`src/rtl/host_mem_sequencer.sv`:
```
// Host-side command sequencer driving top_control's external-access ports.
// Optional HOST_SEQ_CHECKSUM_EN adds a running sum of all streamed words.
module host_mem_sequencer #(
  parameter int unsigned ADDR_W    = 9,
  parameter int unsigned DATA_W    = 16,
  parameter int unsigned WR_CYCLES = 4,
  parameter int unsigned RD_LAT    = 5,
  parameter int unsigned RUN_MAX   = 120000
) (
  input  logic              clock,
  input  logic              reset_n,
  input  logic              cmd_valid,
  output logic              cmd_ready,
  input  logic [1:0]        cmd_op,
  input  logic [ADDR_W-1:0] cmd_base,
  input  logic [ADDR_W-1:0] cmd_len,
  input  logic              wr_valid,
  output logic              wr_ready,
  input  logic [DATA_W-1:0] wr_data,
  output logic              rd_valid,
  input  logic              rd_ready,
  output logic [DATA_W-1:0] rd_data,
  input  logic              proc_done,
  output logic              busy,
  output logic              done,
  output logic              timeout,
  output logic              start,
  output logic              start_2,
  output logic              start_3,
  output logic              start_4,
  output logic [ADDR_W-1:0] addr_ext,
  output logic              iram_write_ext,
  output logic              dram_write_ext,
  output logic              read_en_ext,
  output logic [DATA_W-1:0] Data_in_ins,
  output logic [DATA_W-1:0] Data_in_dram,
  input  logic [DATA_W-1:0] dram_in,
  output logic [DATA_W-1:0] checksum
);
  localparam int unsigned CYC_MAX = (WR_CYCLES > RD_LAT) ? WR_CYCLES : RD_LAT;
  localparam int unsigned CYC_W   = $clog2(CYC_MAX + 1);
  localparam int unsigned RUN_W   = (RUN_MAX > 1) ? $clog2(RUN_MAX) : 1;

  localparam logic [1:0] OP_LOAD_IRAM = 2'b00;
  localparam logic [1:0] OP_LOAD_DRAM = 2'b01;
  localparam logic [1:0] OP_RUN       = 2'b10;
  localparam logic [1:0] OP_READBACK  = 2'b11;

  typedef enum logic [3:0] {
    S_IDLE, S_WDATA, S_WSETUP, S_WPULSE, S_WHOLD,
    S_RSETUP, S_RWAIT, S_RPUSH, S_RUN, S_DONE
  } state_e;

  state_e            state_q, state_d;
  logic [1:0]        op_q, op_d;
  logic [ADDR_W-1:0] addr_q, addr_d, len_q, len_d, cnt_q, cnt_d;
  logic [CYC_W-1:0]  cyc_q, cyc_d;
  logic [RUN_W-1:0]  run_q, run_d;
  logic [DATA_W-1:0] ins_q, ins_d, drm_q, drm_d, rdat_q, rdat_d;
  logic              timeout_q, timeout_d;
  logic              cmd_ready_q, busy_q, done_q, wr_ready_q, rd_valid_q;
  logic              start_q, start_2_q, start_3_q, start_4_q;
  logic              iram_we_q, dram_we_q, rd_en_q;
  logic              accept, last_word;

  assign accept    = cmd_valid && cmd_ready_q;
  assign last_word = (cnt_q + ADDR_W'(1)) == len_q;

  // Next-state and datapath updates
  always_comb begin
    state_d   = state_q;
    op_d      = op_q;
    addr_d    = addr_q;
    len_d     = len_q;
    cnt_d     = cnt_q;
    cyc_d     = cyc_q;
    run_d     = run_q;
    ins_d     = ins_q;
    drm_d     = drm_q;
    rdat_d    = rdat_q;
    timeout_d = timeout_q;
    case (state_q)
      S_IDLE: begin
        if (accept) begin
          op_d      = cmd_op;
          addr_d    = cmd_base;
          len_d     = cmd_len;
          cnt_d     = '0;
          run_d     = '0;
          timeout_d = 1'b0;
          if (cmd_op == OP_RUN)          state_d = S_RUN;
          else if (cmd_len == '0)        state_d = S_DONE;
          else if (cmd_op == OP_READBACK) state_d = S_RSETUP;
          else                           state_d = S_WDATA;
        end
      end
      S_WDATA: begin
        if (wr_valid) begin
          if (op_q == OP_LOAD_IRAM) ins_d = wr_data;
          else                      drm_d = wr_data;
          state_d = S_WSETUP;
        end
      end
      S_WSETUP: begin
        cyc_d   = '0;
        state_d = S_WPULSE;
      end
      S_WPULSE: begin
        if (cyc_q == CYC_W'(WR_CYCLES - 1)) state_d = S_WHOLD;
        else                                cyc_d   = cyc_q + CYC_W'(1);
      end
      S_WHOLD: begin
        addr_d  = addr_q + ADDR_W'(1);
        cnt_d   = cnt_q + ADDR_W'(1);
        state_d = last_word ? S_DONE : S_WDATA;
      end
      S_RSETUP: begin
        cyc_d   = '0;
        state_d = S_RWAIT;
      end
      S_RWAIT: begin
        if (cyc_q == CYC_W'(RD_LAT - 1)) begin
          rdat_d  = dram_in;
          state_d = S_RPUSH;
        end else begin
          cyc_d = cyc_q + CYC_W'(1);
        end
      end
      S_RPUSH: begin
        if (rd_ready) begin
          addr_d  = addr_q + ADDR_W'(1);
          cnt_d   = cnt_q + ADDR_W'(1);
          state_d = last_word ? S_DONE : S_RSETUP;
        end
      end
      S_RUN: begin
        // proc_done takes priority over an expiring run budget
        if (proc_done) begin
          state_d = S_DONE;
        end else if (run_q == RUN_W'(RUN_MAX - 1)) begin
          timeout_d = 1'b1;
          state_d   = S_DONE;
        end else begin
          run_d = run_q + RUN_W'(1);
        end
      end
      S_DONE:  state_d = S_IDLE;
      default: state_d = S_IDLE;
    endcase
  end

  // Registered state, datapath and strobes (strobes follow the next state)
  always_ff @(posedge clock or negedge reset_n) begin
    if (!reset_n) begin
      state_q     <= S_IDLE;
      op_q        <= '0;
      addr_q      <= '0;
      len_q       <= '0;
      cnt_q       <= '0;
      cyc_q       <= '0;
      run_q       <= '0;
      ins_q       <= '0;
      drm_q       <= '0;
      rdat_q      <= '0;
      timeout_q   <= 1'b0;
      cmd_ready_q <= 1'b0;
      busy_q      <= 1'b0;
      done_q      <= 1'b0;
      wr_ready_q  <= 1'b0;
      rd_valid_q  <= 1'b0;
      start_q     <= 1'b0;
      start_2_q   <= 1'b0;
      start_3_q   <= 1'b0;
      start_4_q   <= 1'b0;
      iram_we_q   <= 1'b0;
      dram_we_q   <= 1'b0;
      rd_en_q     <= 1'b0;
    end else begin
      state_q     <= state_d;
      op_q        <= op_d;
      addr_q      <= addr_d;
      len_q       <= len_d;
      cnt_q       <= cnt_d;
      cyc_q       <= cyc_d;
      run_q       <= run_d;
      ins_q       <= ins_d;
      drm_q       <= drm_d;
      rdat_q      <= rdat_d;
      timeout_q   <= timeout_d;
      cmd_ready_q <= (state_d == S_IDLE);
      busy_q      <= (state_d != S_IDLE);
      done_q      <= (state_d == S_DONE);
      wr_ready_q  <= (state_d == S_WDATA);
      rd_valid_q  <= (state_d == S_RPUSH);
      start_q     <= (state_d != S_IDLE) && (op_d == OP_RUN);
      start_2_q   <= (state_d != S_IDLE) && (op_d == OP_LOAD_IRAM);
      start_3_q   <= (state_d != S_IDLE) && (op_d == OP_LOAD_DRAM);
      start_4_q   <= (state_d != S_IDLE) && (op_d == OP_READBACK);
      iram_we_q   <= (state_d == S_WPULSE) && (op_d == OP_LOAD_IRAM);
      dram_we_q   <= (state_d == S_WPULSE) && (op_d == OP_LOAD_DRAM);
      rd_en_q     <= (state_d == S_RWAIT);
    end
  end

  assign cmd_ready      = cmd_ready_q;
  assign busy           = busy_q;
  assign done           = done_q;
  assign timeout        = timeout_q;
  assign wr_ready       = wr_ready_q;
  assign rd_valid       = rd_valid_q;
  assign rd_data        = rdat_q;
  assign start          = start_q;
  assign start_2        = start_2_q;
  assign start_3        = start_3_q;
  assign start_4        = start_4_q;
  assign addr_ext       = addr_q;
  assign iram_write_ext = iram_we_q;
  assign dram_write_ext = dram_we_q;
  assign read_en_ext    = rd_en_q;
  assign Data_in_ins    = ins_q;
  assign Data_in_dram   = drm_q;

`ifdef HOST_SEQ_CHECKSUM_EN
  logic [DATA_W-1:0] sum_q, sum_d;

  // Wrapping sum of every word handed over on either stream
  always_comb begin
    sum_d = sum_q;
    if (state_q == S_IDLE && accept)          sum_d = '0;
    else if (state_q == S_WDATA && wr_valid)  sum_d = sum_q + wr_data;
    else if (state_q == S_RPUSH && rd_ready)  sum_d = sum_q + rdat_q;
  end

  always_ff @(posedge clock or negedge reset_n) begin
    if (!reset_n) sum_q <= '0;
    else          sum_q <= sum_d;
  end

  assign checksum = sum_q;
`else
  assign checksum = '0;
`endif

endmodule
```
`config.mk`:
```
export PLATFORM = sky130hd
export DESIGN_NAME = host_mem_sequencer
export DESIGN_NICKNAME = d
export VERILOG_FILES = /design/src/rtl/host_mem_sequencer.sv
export SDC_FILE = /design/constraint.sdc
export NUM_CORES = 1
export LEC_CHECK = 0
export CORE_UTILIZATION = 53
export DETAILED_ROUTE_END_ITERATION = 10
export HOLD_SLACK_MARGIN = 0.12
export MAX_ROUTING_LAYER = met4
export PLACE_DENSITY = 0.9
export SLEW_MARGIN = 10
export SYNTH_ARGS = -nofsm -noshare
export SYNTH_HDL_FRONTEND = slang
export SYNTH_SLANG_ARGS = --single-unit
```
`constraint.sdc`:
```
create_clock -name clock -period 6.8 [get_ports clock]
set_clock_uncertainty 0.15 [all_clocks]
set_input_delay 1.36 -clock clock [delete_from_list [all_inputs] [get_ports clock]]
set_output_delay 1.36 -clock clock [all_outputs]
set_load 0.005 [all_outputs]
```
==> summary.txt, run 1 <==
Route
  • Number of DRC markers in iteration 0: ~450
  • DR DRC count: 0
  • First drt pass iteration count: 6
  • Detail Route Antenna Nets: 0
  • Vias: 4697
  • Post-DR wirelength/cell: about 18 µm
  • Drt via density: roughly 5.9
  • Routed WL: about 15 mm

Global route
  • First-pass GRT wire length: 24.0 mm
  • Initial antenna violation count: 0
  • Vias in the first global route: slightly below 5k
  • Grt ovf: 0
  • Largest net degree at the start of global routing: a little under 60
  • GRT Overall Usage: roughly 29%

STA
  • Final Max Slew Viols: 0
  • Final Cycle Share: 50.9%
  • RSZ-0062 raised after global routing: false
  • Relative slew slack: between 20% and 30%
  • Final Hold Viols: 0
  • Final setup TNS: 0 ns
  • Final Setup Violations: 0
  • Fin worst setup slack: between 3 and 4 ns
  • Clock period minus worst slack: about 3.5 ns
  • Fmax: roughly 290 MHz
  • Slew @ Worst Pin: 1.07 ns

Die
  • Chip Width: between 100 and 150 µm
  • Core region area: 10300 µm²
  • Die Span Y: ~100 µm
  • Die area: between 10000 and 15000 µm²
  • IO Pins: approximately 140
  • Starting Density: a little over half
  • Std-Cell Rows: 37

Power
  • Switching power: between 1 and 1.5 mW
  • Clock share of power: around 28%
  • Maximum vdd drop: roughly 270 µV
  • PnR Total Power: 3.15 mW
  • Leak: 3.23 nW
  • Logic pwr share: ~36%
  • Share of power burned in registers: 36.0%
  • Int Pwr: between 2 and 2.5 mW
  • Pwr dens: 422 nW/µm²
  • Sw Share: roughly a third

Placed design
  • Setup Slack @ Placement: roughly 2.9 ns
  • Post-DP HPWL: about 9.6 mm
  • Dpl cells: ~760
  • Placed standard-cell area: just under 7000 µm²
  • Port buffer count: 127
  • Final GP Congestion: approximately 0.84

Synthesis
  • Cell variety after synth: 68
  • Warnings from Yosys: 0
  • Average size of a mapped cell: 10.8 µm²
  • Ranking of synthesized cells by area: dfrtp_1, mux2_2, nand2_1
  • Synth area leader: dfrtp_1
  • Post-Syn Area: around 5600 µm²
  • Number of enable flip-flop cells after synthesis: 0
  • Main synth FF type: dfrtp_1
  • Synth Register Bits: roughly 110
  • Cells after Synth: between 500 and 600
  • FFs w/ async S/R, synth: between 90% and 100%
  • Seq/Total Area, Yosys: between 50% and 60%
  • Synth top area share: between 50% and 60%

Finish
  • # diodes: 0
  • Fin nets: roughly 710
  • Final non-filler cell area: between 7000 and 8000 µm²
  • Layout area overhead: 33.5%
  • Share of cells above drive strength 1: about 15%
  • Layout Cells excl Fill: slightly below 800

Clock tree
  • Clock root buffer: clkbuf_8
  • CTS buffer count: 17
  • Max Buffers Root-to-Sink: 2
  • Clock Latency Late Sink: roughly 0.52 ns
  • CTS Sinks: about 110
  • Cts hold-fix bufs: 0
  • CTS tree: yes
  • H-tree depth: 4
  • Cts repair resizes: 0
  • Post-CTS Setup Inserts: 0
  • Clock slew at reported path FFs: 0.06 ns

Hold path
  • Hold Crit Class: flip-flop to flip-flop
  • Hold Path Depth: 1
  • HP Start: rd_data[7]
  • Worst hold endpoint: rd_data[7]

Worst setup path
  • R2r setup slk: 3.69 ns
  • CP startpoint: cmd_valid
  • Crit path DAT: about 3.8 ns
  • Worst Path Max Fanout: 29
  • Reg2Reg Depth: 5
  • Critical R2R Launch: state_q[2]
  • WS Path Type: primary input to flip-flop
  • Worst EP required: 7.09 ns
  • Reg-to-Reg End: addr_ext[0]
  • CP Launch Type: primary input
  • Critical Path Sink Type: flip-flop

Flow run
  • Max-Cap Viols: 0

Run status
  • Status: finished, final reports clean
flip-flops by register name (all words and copies together), names as in the netlist, 2 cells and up:
name / count
state_q: 4
rd_data: 16
Data_in_ins: 16
cyc_q: 3
op_q: 2
Data_in_dram: 16
run_q: 17
addr_ext: 9
len_q: 9
cnt_q: 9
cells in the mapped netlist (6+ instances only):
cell      count
dfrtp_1     114
nand2_1      61
mux2_2       48
a21oi_1      34
nor2_1       29
o21ai_0      29
buf_4        19
nand3_1      12
or3_1        12
inv_1        11
nand4_1      11
xor2_1        9
nor3_1        8
clkbuf_1      7
o21ai_1       7
buf_2         6
ha_1          6
xnor2_1       6
critical path, cell delays in order:
cell             delay [ns]
clkdlybuf4s50_1        0.50
and4_1                 0.93
a2bb2oi_2              0.59
o21ai_0                0.20
o21ai_1                0.17
cell families (layout without fill, tap and decap cells):
group	count (synthesis)	count (layout)	synth area share (%)
AOI/OAI and AO/OA	105	105	12.5
xor gates and xnor gates	15	15	2.35
adders and majority gates	6	6	1.34
buffers and inverters	47	173	4.97
DFF	114	114	51.1
muxes	51	51	10.2
other	1	16	0.0671
and+or+nand+nor	178	178	17.5
layout by cell type (no fill, tap or decap), types with 5 or more instances in the layout:
cell type and count:
nand2_1 61, mux2_2 48, clkinv_4 6, inv_1 11, ha_1 6, and2_1 5
a21oi_1 34, dfrtp_1 114, and3_1 5, clkbuf_16 16, xnor2_1 6, nand2b_1 5
conb_1 16, xor2_1 9, o21ai_0 29, o21ai_1 7, nor3_1 8, nand3_1 12
nand4_1 11, clkdlybuf4s50_1 126, nor2_1 29, or3_1 12
area by class of cell:
cell class / count / area [µm²]
clock buffer: 19 / 442
clock inverter: 13 / 151
fill: 675 / 2820
inverter: 11 / 41.3
multi-input combinational: 371 / 2510
sequential: 114 / 2850
tap: 136 / 170
timing repair buffer: 130 / 1290
how the worst max path moves through the flow:
stage	to	cells past startpoint
floorplan	wr_ready	6
global placement	addr_ext[0]	5
detailed placement	addr_ext[0]	5
CTS	addr_ext[0]	5
global route	addr_ext[0]	5
finish	addr_ext[0]	5
per-stage QoR:
step | utilization, % | hold slack, ns
after floorplan | - | 0.315
after global placement | 66.8 | 0.336
after detailed placement | 66.8 | 0.342
after CTS | 72.6 | 0.357
after global routing | 72.6 | 0.376
final | 72.6 | 0.355
power by group through the flow:
stage / sequential (mW) / clock, mW / combinational, mW
2_1_floorplan: 1.08 / 0 / 0.613
3_3_place_gp: 1.11 / 0 / 1.04
3_5_place_dp: 1.13 / 0 / 1.09
4_1_cts: 1.13 / 0.889 / 1.13
5_1_grt: 1.16 / 0.920 / 1.22
6_report: 1.13 / 0.883 / 1.13
routing by layer:
| metal | vias up | routed length, µm | track usage (%) | part of all wire, % |
|---|---|---|---|---|
| met5 | - | 0 | - | 0 |
| met4 | 0 | 433 | 11.0 | 3.0 |
| met3 | 54 | 853 | 6.18 | 5.8 |
| met2 | 250 | 7830 | 50.4 | 54 |
| met1 | 2310 | 5490 | 32.0 | 38 |
| li1 | 2083 | - | - | - |
Note: power is estimated with default switching activity, not from simulation.
==> inputs of run 2 (changes only) <==
CORE_UTILIZATION = 49   (was 53)
PLACE_DENSITY = 0.84   (was 0.9)
clock period = 3.2 ns   (was 6.8 ns; I/O delays follow)
==> run 2 against run 1 <==
Effect of this change: non-clock buffer count rose by 9; power rose by 110%; sequential share of layout area fell by 0.36 points; register-to-register slack got worse by 3.1 ns; combinational power rose by 110%; global-route usage fell by 3.1 points; cell area rose by 0.96%; first-iteration DRC count fell by 11%; via count fell by 4.1%; flip-flop and latch count did not move; critical endpoint is now addr_ext[8].
==> summary.txt, run 2 (same netlist as run 1, synthesis figures left out) <==
Route
  • Routed length on met3: ~890 µm
  • Met2 WL: 7.08 mm
  • Length of routed wiring on met1: 5.51 mm
  • Post-DR wirelength/cell: ~17 µm
  • Detail Route Antenna Nets: 0
  • Drt via density: approximately 5.6
  • Vias: 4505
  • Routed WL: between 10 and 15 mm
  • Number of DRC markers in iteration 0: ~400
  • Highest Signal Layer: met4
  • First drt pass iteration count: 5
  • DR DRC count: 0

Worst setup path
  • Crit path DAT: 2.76 ns
  • Worst path slowest cell: a21oi_2
  • Worst EP required: roughly 3.3 ns
  • Worst Path Max Fanout: 19
  • R2r setup slk: 0.57 ns
  • Critical-path cell list: or2_1 > a21oi_2 > nand4_1 > o32ai_1 > a21oi_1
  • Crit path largest cell delay: approximately 0.73 ns
  • Critical R2R Launch: state_q[0]
  • WS Path Type: flip-flop to flip-flop
  • Reg2Reg Depth: 5
  • Critical Path Sink Type: flip-flop
  • CP startpoint: state_q[0]
  • Reg-to-Reg End: addr_ext[8]
  • CP Launch Type: flip-flop
  • Top delay family on crit path: compound AO/OA/AOI/OAI gates
  • Critical path buffer and inverter count: 0

Finish
  • Biggest register: run_q
  • Fin nets: 718
  • Largest register FFs: 17
  • # diodes: 0
  • Commonest non-fill, non-tap cell in the layout: clkdlybuf4s50_1
  • Layout Cells excl Fill: approximately 800
  • Share of cells above drive strength 1: 16.2%
  • Layout area overhead: 34.8%
  • FILL cells: 796
  • Final non-filler cell area: about 7500 µm²
  • Most frequent cells in the layout: clkdlybuf4s50_1, dfrtp_1, nand2_1

STA
  • Fmax: 380 MHz
  • RSZ-0062 raised after global routing: false
  • Slew @ Worst Pin: 0.858 ns
  • Final Cycle Share: between 80% and 90%
  • Final Hold Viols: 0
  • Final setup TNS: 0 ns
  • Relative slew slack: between 40% and 50%
  • Final Setup Violations: 0
  • Final Max Slew Viols: 0
  • Clock period minus worst slack: ~2.6 ns

Hold path
  • HP Start: Data_in_ins[12]
  • Worst hold endpoint: Data_in_ins[12]
  • Hold Crit Class: flip-flop to flip-flop
  • Hold Path Depth: 1

Die
  • Std-Cell Rows: 38
  • Die area: between 10000 and 15000 µm²
  • IO Pins: approximately 140
  • Chip Width: around 110 µm
  • Starting Density: 50.9%
  • Core region area: 11000 µm²
  • Die Span Y: approximately 110 µm

Power
  • Pwr dens: approximately 880 nW/µm²
  • Leak: between 3 and 4 nW
  • PnR Total Power: about 6.6 mW
  • Maximum vdd drop: about 590 µV

Global route
  • Vias in the first global route: between 4k and 5k
  • Initial antenna violation count: 0
  • Grt ovf: 0
  • First-pass GRT wire length: roughly 22 mm
  • GRT Overall Usage: 25.6%
  • Largest net degree at the start of global routing: just over 50

Placed design
  • Placed standard-cell area: between 6000 and 7000 µm²
  • Port buffer count: about 130
  • Dpl cells: 774
  • Final GP Congestion: between 0.9 and 1
  • Post-DP HPWL: about 10 mm

Clock tree
  • CTS tree: yes
  • Clock Latency Late Sink: roughly 0.42 ns
  • Clock slew at reported path FFs: 0.06 ns
  • CTS Sinks: around 110
  • Max Buffers Root-to-Sink: 2
  • Post-CTS Setup Inserts: 0
  • CTS buffer count: 17
  • H-tree depth: 4
  • Clock root buffer: clkbuf_16

Flow run
  • Max-Cap Viols: 0

Run status
  • Status: finished, final reports clean
[run 2: metrics by stage]
| stage | utilization, % | hold slack, ns | setup slack, ns |
|---|---|---|---|
| final | 68.6 | 0.352 | 0.570 |
| after global routing | 68.6 | 0.372 | 0.415 |
| after CTS | 68.6 | 0.349 | 0.598 |
| after detailed placement | 63.1 | 0.336 | 0.375 |
| after global placement | 63.1 | 0.334 | 0.407 |
| after floorplan | - | 0.194 | 1.02 |
[run 2: how the worst max path moves through the flow]
stage	cells past startpoint	end
6_report	5	addr_ext[8]
5_1_grt	5	addr_ext[8]
4_1_cts	5	addr_ext[8]
3_5_place_dp	7	start_4
3_3_place_gp	7	start_4
2_1_floorplan	7	wr_ready
[run 2: what timing repair did]
item | in CTS | in global routing
hold endpoints to repair | 47 | 0
hold buffers | 1 | 0
resized for setup | 0 | 0
[run 2: worst reg2reg max path, delay by kind of cell (launching register included)]
kind               cells  cell delay (ns)
DFF                    1             0.54
and+or+nand+nor        2             0.70
AOI/OAI and AO/OA      3             1.11
[run 2: power breakdown]
group	total, mW	switching (mW)	internal, mW
Clock	1.86	0.674	1.19
Combinational	2.38	1.04	1.34
Sequential	2.37	0.423	1.95
Total	6.61	2.14	4.47
[run 2: layer usage]
layer | global-route usage (%) | vias up
met5 | - | -
met4 | 9.75 | 0
met3 | 7.89 | 17
met2 | 41.8 | 181
met1 | 29.6 | 2197
li1 | - | 2110
[run 2: area by class of cell]
class / instances / area [µm²] / share of cell area [%]
inverters: 11 / 41.3 / 0.548
clock buffers: 20 / 457 / 6.06
repair buffers: 139 / 1360 / 18.1
well taps: 140 / 175 / 2.33
clock inverters: 12 / 133 / 1.76
flip-flops and latches: 114 / 2850 / 37.9
multi-input cells: 371 / 2510 / 33.4
==> inputs of run 3 (changes only) <==
clock period = 2.6 ns   (was 3.2 ns; I/O delays follow)
==> run 3 against run 2 <==
Effect of this change: critical path depth rose by 2; largest power group unchanged; final cell count increased by 0.74%; flip-flop and latch count stayed put; global-route usage is 0.74 points lower; sequential power is 23% higher; worst setup slack lost 0.41 ns; non-clock buffer count up 5; clock power increased by 23%; combinational power grew 24%; power rose by 24%.
==> summary.txt, run 3 (same netlist as run 1, synthesis figures left out) <==
Hold path
  • Worst hold endpoint: len_q[6]
  • Hold Path Depth: 2
  • Hold Crit Class: flip-flop to flip-flop
  • HP Start: len_q[6]

STA
  • Clock period minus worst slack: about 2.4 ns
  • Final Cycle Share: 93.7%
  • Relative slew slack: between 50% and 60%
  • Fmax: roughly 410 MHz
  • Worst Hold Slack: approximately 0.35 ns
  • Slew @ Worst Pin: between 0.6 and 0.7 ns
  • Final Setup Violations: 0
  • Fin worst setup slack: 0.165 ns
  • Final Max Slew Viols: 0
  • Final setup TNS: 0 ns
  • Final Hold Viols: 0

Route
  • Length of routed wiring on met1: ~5.5 mm
  • Vias: about 4.6k
  • Drt via density: approximately 5.6
  • Highest Signal Layer: met4
  • First drt pass iteration count: 5
  • Met2 WL: around 7.1 mm
  • Detail Route Antenna Nets: 0
  • Number of DRC markers in iteration 0: approximately 360
  • DR DRC count: 0
  • Routed WL: 13.6 mm
  • Routed length on met3: between 800 and 900 µm
  • Post-DR wirelength/cell: ~17 µm

Clock tree
  • Clock root buffer: clkbuf_16
  • H-tree depth: 4
  • CTS tree: yes
  • Clock Latency Late Sink: roughly 0.4 ns
  • Clock slew at reported path FFs: around 0.06 ns
  • CTS Sinks: between 100 and 150
  • CTS buffer count: 17
  • Max Buffers Root-to-Sink: 2

Global route
  • Grt ovf: 0
  • Vias in the first global route: about 4.6k
  • First-pass GRT wire length: ~22 mm
  • GRT Overall Usage: 24.9%
  • Initial antenna violation count: 1
  • Largest net degree at the start of global routing: 51

Finish
  • Fin nets: 723
  • Commonest non-fill, non-tap cell in the layout: clkdlybuf4s50_1
  • Final non-filler cell area: between 7000 and 8000 µm²
  • Biggest register: run_q
  • Most frequent cells in the layout: clkdlybuf4s50_1, dfrtp_1, nand2_1
  • Largest register FFs: 17
  • Layout Cells excl Fill: about 800
  • Share of cells above drive strength 1: ~17%
  • Final Core Density: between 60% and 70%
  • Layout area overhead: 36.2%

Placed design
  • Setup Slack @ Placement: -0.0577 ns
  • Post-DP HPWL: 9.69 mm
  • Dpl cells: between 700 and 800
  • Placed standard-cell area: ~7000 µm²
  • Final GP Congestion: between 0.9 and 1
  • Port buffer count: ~130

Worst setup path
  • WS Path Type: flip-flop to flip-flop
  • Critical R2R Launch: cnt_q[0]
  • Critical Path Sink Type: flip-flop
  • Worst Path Max Fanout: 7
  • CP Launch Type: flip-flop
  • Reg-to-Reg End: wr_ready
  • Reg2Reg Depth: 7
  • R2r setup slk: about 0.16 ns
  • Worst EP required: between 2 and 3 ns
  • CP startpoint: cnt_q[0]
  • Crit path DAT: about 2.6 ns

Die
  • Starting Density: approximately half
  • Die Span Y: around 110 µm
  • Std-Cell Rows: 38
  • IO Pins: roughly 140
  • Die area: between 10000 and 15000 µm²
  • Chip Width: roughly 110 µm
  • Core region area: 11000 µm²

Power
  • Leak: about 3.3 nW
  • Maximum vdd drop: about 770 µV
  • PnR Total Power: 8.17 mW
  • Pwr dens: 1070 nW/µm²

Flow run
  • Max-Cap Viols: 0

Run status
  • Status: finished, final reports clean
run 3: cell count changes in the layout (fill, tap and decap cells not counted):
cell        previous run  this run
o2111ai_2              1         2
inv_6                  1         0
clkinvlp_4             3         5
buf_4                 12        15
clkinv_2               3         2
buf_12                 0         2
nor3_1                 8         7
nor3_2                 0         1
o2111ai_1              3         2
diode_2                0         1
run 3: layout make-up:
type / count / area (µm²)
multi-input combinational: 371 / 2520
clock buffer: 20 / 457
fill: 781 / 3370
sequential: 114 / 2850
antenna: 1 / 2.50
tap: 140 / 175
timing repair buffer: 144 / 1420
clock inverter: 12 / 134
inverter: 11 / 41.3
run 3: worst max-delay path: stages, from the launching register on:
cell and delay [ns]:
dfrtp_1 0.46, ha_1 0.34, nand3_1 0.27, o21a_1 0.28
o21ai_2 0.18, a2111oi_4 0.08, or3_1 0.37, nor3_1 0.21
run 3: routing by layer:
| metal | up-vias | global-route usage [%] |
|---|---|---|
| li1 | 2122 | - |
| met3 | 20 | 6.69 |
| met4 | 0 | 7.53 |
| met1 | 2261 | 28.0 |
| met2 | 181 | 43.1 |
| met5 | - | - |
run 3: power by group:
group	internal (mW)	switching, mW	total, mW	leakage (nW)
Combinational	1.68	1.28	2.96	1.55
Sequential	2.40	0.527	2.92	1.47
Clock	1.46	0.824	2.28	0.274
run 3: worst max path at each step:
stage / slack, ns / endpoint / cells past startpoint
2_1_floorplan: 0.42 / wr_ready / 7
3_3_place_gp: 0.03 / start_4 / 8
3_5_place_dp: -0.06 / start_3 / 8
4_1_cts: 0.09 / wr_ready / 7
5_1_grt: -0.005 / wr_ready / 7
6_report: 0.16 / wr_ready / 7
run 3: what timing repair did:
| action | in CTS | in global routing |
|---|---|---|
| setup endpoints to repair | 0 | 1 |
| hold endpoints to repair | 40 | 0 |
| buffers inserted | 0 | 0 |
| hold buffers | 1 | 0 |
| gates resized for setup | 0 | 2 |
==> RTL edit 1, RTL diff (flow settings as in run 3) <==
Put one more register stage on the output `timeout`, cleared by the reset. The value now appears one clock later. The other outputs are not delayed to match.
--- a/src/rtl/host_mem_sequencer.sv
+++ b/src/rtl/host_mem_sequencer.sv
@@ -205,7 +205,13 @@
   assign cmd_ready      = cmd_ready_q;
   assign busy           = busy_q;
   assign done           = done_q;
-  assign timeout        = timeout_q;
+  always_ff @(posedge clock or negedge reset_n) begin
+    if (!reset_n) begin
+      timeout <= '0;
+    end else begin
+      timeout <= timeout_q;
+    end
+  end
   assign wr_ready       = wr_ready_q;
   assign rd_valid       = rd_valid_q;
   assign rd_data        = rdat_q;
Behaviour: same outputs for any inputs over 4 cycles, from zero or initial values and one cycle with reset_n low; that may be too few to reach the edited logic, so the function may still have changed.
==> RTL edit 1 against run 3 <==
Combinational power rose by 4%; core utilization up 1.3 points; sequential cell count grew 1; routed wire length rose by 4.1%; final cell count grew 0.49%; total power grew 0.80%; area after synthesis fell by 1.3%; worst setup slack lost 4.2 ps; design area increased by 1.0%.
==> RTL edit 1: results (changes against run 3) <==
Crit Reg-Reg Endpoint -> done (was wr_ready)
GRT Util Overall -> 0.270 (was 0.249)
Gpl congestion -> 0.915 (was 0.930)
Placed cells -> 784 (was 779)
Crit path DAT -> 2730 ps (was 2600 ps)
Largest net degree at the start of global routing -> 45 (was 51)
Outcome -> complete, no violations (unchanged)
Post-DP HPWL -> 9930 µm (was 9690 µm)
Hold Path Origin -> timeout_q (was len_q[6])
Met3 usage -> 0.109 (was 0.0669)
Area Growth Syn to Fin -> 39.5% (was 36.2%)
Fin cells -> 817 (was 813)
Avg Inst Size Synth -> 11.0 µm² (was 10.8 µm²)
Met2 Track Usage GR -> 0.448 (was 0.431)
Starting DRT DRC Count -> 342 (was 361)
Layout Nets -> 728 (was 723)
Hold_ws -> 292 ps (was 350 ps)
ANT cells -> 0 (was 1)
Worst-path maximum fanout -> 5 (was 7)
First-pass GRT wire length -> 22900 µm (was 21900 µm)
Synth top cells by count -> dfrtp_1 (115), mux2_2 (58), nor2_1 (35) (was dfrtp_1 (114), nand2_1 (61), mux2_2 (48))
CTS root buf -> clkbuf_8 (was clkbuf_16)
Share of post-route cells with drive strength above 1 -> 0.202 (was 0.171)
Synth cell types -> 59 (was 68)
M1 GR Usage -> 0.289 (was 0.280)
Worst-Skew Late Latency -> 530 ps (was 410 ps)
Leakage -> 3.34 nW (was 3.29 nW)
Vias in the first global route -> 4745 (was 4624)
==> RTL edit 1: cell types whose count changed after synthesis, moves of 7 or more <==
cell / run 3 / this run
a21oi_1: 34 / 26
clkbuf_1: 7 / 15
mux2_2: 48 / 58
nand2_1: 61 / 33
o21ai_1: 7 / 0
==> RTL edit 1: worst max path at each step <==
stage | end | cells past startpoint | start
final | done | 7 | cnt_q[0]
after global routing | start_4 | 10 | cyc_q[1]
after CTS | start_3 | 9 | state_q[1]
after detailed placement | start_3 | 9 | wr_valid
after global placement | start | 8 | cmd_len[2]
after floorplan | wr_ready | 7 | cnt_q[4]
==> RTL edit 1: cells by family (layout without fill, tap and decap cells) <==
| kind of cell | count (synthesis) | after routing | synth area share |
|---|---|---|---|
| simple gates | 150 | 150 | 0.141 |
| buf+inv | 55 | 214 | 0.0552 |
| xor+xnor | 23 | 23 | 0.0365 |
| other cells | 1 | 16 | 0.000680 |
| flops | 115 | 115 | 0.522 |
| fa+ha+maj | 6 | 6 | 0.0136 |
| mux | 65 | 65 | 0.131 |
| compound gates | 88 | 88 | 0.0997 |
==> RTL edit 1: power groups by stage <==
stage               clock network, mW  logic (mW)  registers, mW
CTS                              2.35        3.10           2.81
global placement                    0        2.92           2.78
global route                     2.44        3.36           2.89
finish                           2.32        3.09           2.82
floorplan                           0        1.49           2.76
detailed placement                  0        3.02           2.82
==> RTL edit 1: timing repair <==
action | 4_1_cts | 5_1_grt
endpoints found under the hold margin | 31 | 0
endpoints found under the setup margin | 0 | 6
gates resized for setup | 0 | 4
hold buffers | 1 | 0
==> RTL edit 1: area by class of cell <==
cell class                 instances  share of cell area
sequential                       115               0.374
multi-input combinational        348               0.313
timing repair buffer             165               0.204
clock buffer                      23              0.0607
tap                              140              0.0228
clock inverter                     9              0.0166
inverter                          17             0.00830
==> RTL edit 1: layer usage <==
layer  routed length [µm]  vias to the layer above
li1                     -                     2079
met1                 5450                     2193
met2                 7170                      198
met3                 1290                       25
met4                  278                        0
met5                    0                        -
==> RTL edit 1: worst max-delay path, stage by stage (launching register included) <==
cell and delay (ps):
dfrtp_1 420, ha_2 260, nand2_1 120, nor3_2 190, nand3_1 130, o221a_1 270, or4_4 570, a211oi_2 240
==> RTL edit 1: through the flow <==
step	setup TNS, ps	setup WS [ps]
finish	0	161
global route	0	11.8
CTS	0	34.3
detailed placement	-66.1	-34.8
global placement	0	17.0
floorplan	0	226
==> RTL edit 2, RTL diff (flow settings as in run 3) <==
Made on the original files. Change the parameter `WR_CYCLES` from 4 to 8.
--- a/src/rtl/host_mem_sequencer.sv
+++ b/src/rtl/host_mem_sequencer.sv
@@ -3,7 +3,7 @@
 module host_mem_sequencer #(
   parameter int unsigned ADDR_W    = 9,
   parameter int unsigned DATA_W    = 16,
-  parameter int unsigned WR_CYCLES = 4,
+  parameter int unsigned WR_CYCLES = 8,
   parameter int unsigned RD_LAT    = 5,
   parameter int unsigned RUN_MAX   = 120000
 ) (
Function: changed (Yosys sat finds a counterexample within 10 cycles, from zero or initial values and one cycle with reset_n low).
==> RTL edit 2 against run 3 <==
Maximum frequency rose by 5.2%; synthesized cell count is 3.7% higher; sequential share of layout area down 0.071 points; first-iteration DRC count grew 0.28%; highest routed layer unchanged; area after synthesis grew 0.49%; sequential cell count increased by 1; design area rose by 1.1%; routed wire length fell by 1.9%; critical path type unchanged; non-clock buffer count rose by 6; total power fell by 4.8%; largest cell class unchanged; critical endpoint is now state_q[2]; worst setup slack gained 120 ps; core utilization up 0.74 points.
==> RTL edit 2: results (changes against run 3) <==
Met3 usage -> 0.0592 (was 0.0669)
Synth top cells by count -> dfrtp_1 (115), nand2_1 (68), mux2_2 (38) (was dfrtp_1 (114), nand2_1 (61), mux2_2 (48))
M1 wire length -> 5460 µm (about the same)
Gpl congestion -> 0.984 (was 0.930)
M1 GR Usage -> 0.292 (was 0.280)
Post-synthesis compound-gate area fraction -> 0.0903 (was 0.125)
Met2 Track Usage GR -> 0.401 (was 0.431)
Fill count -> 782 (was 781)
Seq/Total Area, Yosys -> 0.513 (was 0.511)
XOR/XNOR Fraction of Synth Area -> 0.0374 (was 0.0235)
GRT Util Overall -> 0.245 (was 0.249)
Max_slew headroom -> 0.624 (was 0.566)
Routed vias -> 4540 (was 4584)
Layout Nets -> 747 (was 723)
DRT Wirelength -> 13400 µm (was 13600 µm)
Clock group -> 2.36 mW (was 2.28 mW)
Post-synthesis mux area share -> 0.108 (was 0.102)
Maximum resistive drop on vdd -> 0.638 mV (was 0.768 mV)
Share of post-route cells with drive strength above 1 -> 0.164 (was 0.171)
Worst-path maximum fanout -> 6 (was 7)
Synth area leaders -> dfrtp_1 (51%), mux2_2 (7.6%), nand2_1 (4.5%), xnor2_1 (3.3%), o21ai_0 (3.2%) (was dfrtp_1 (51%), mux2_2 (9.7%), nand2_1 (4.1%), a21oi_1 (3.0%), o21ai_0 (2.6%))
Outcome -> complete, no violations (unchanged)
Crit Reg-Reg Endpoint -> state_q[2] (was wr_ready)
Largest net degree at the start of global routing -> 49 (was 51)
Flop-to-flop setup slack -> 290 ps (was 160 ps)
Placed cells -> 801 (was 779)
Post-DP HPWL -> 9450 µm (was 9690 µm)
RTL edit 2: changes by cell type in the layout (fill, tap and decap cells not counted), sizes merged, moves of 5 or more:
| cell | delta |
|---|---|
| and3 | +6 |
| or3 | -5 |
| buf | +6 |
| xor2 | -6 |
| inv | +5 |
| nor2 | +5 |
| nand2 | +7 |
| xnor2 | +15 |
| nand3 | +10 |
| a21oi | -6 |
RTL edit 2: area by class of cell:
| class | count | area, µm² | area share |
|---|---|---|---|
| Timing Repair Buffer | 150 | 1480 | 0.193 |
| Tap cell | 140 | 175 | 0.0228 |
| Inverter | 16 | 60.1 | 0.00781 |
| Clock inverter | 10 | 130 | 0.0169 |
| Clock buffer | 22 | 474 | 0.0617 |
| Sequential cell | 115 | 2880 | 0.374 |
| Multi-Input combinational cell | 384 | 2490 | 0.324 |
RTL edit 2: critical path, cell delays in order, from the launching register on:
cell and delay, ps:
dfrtp_1 440, ha_1 280, and3_1 220, and3_1 230
xnor2_1 140, nor4_1 360, a21oi_1 170, nand4b_1 200
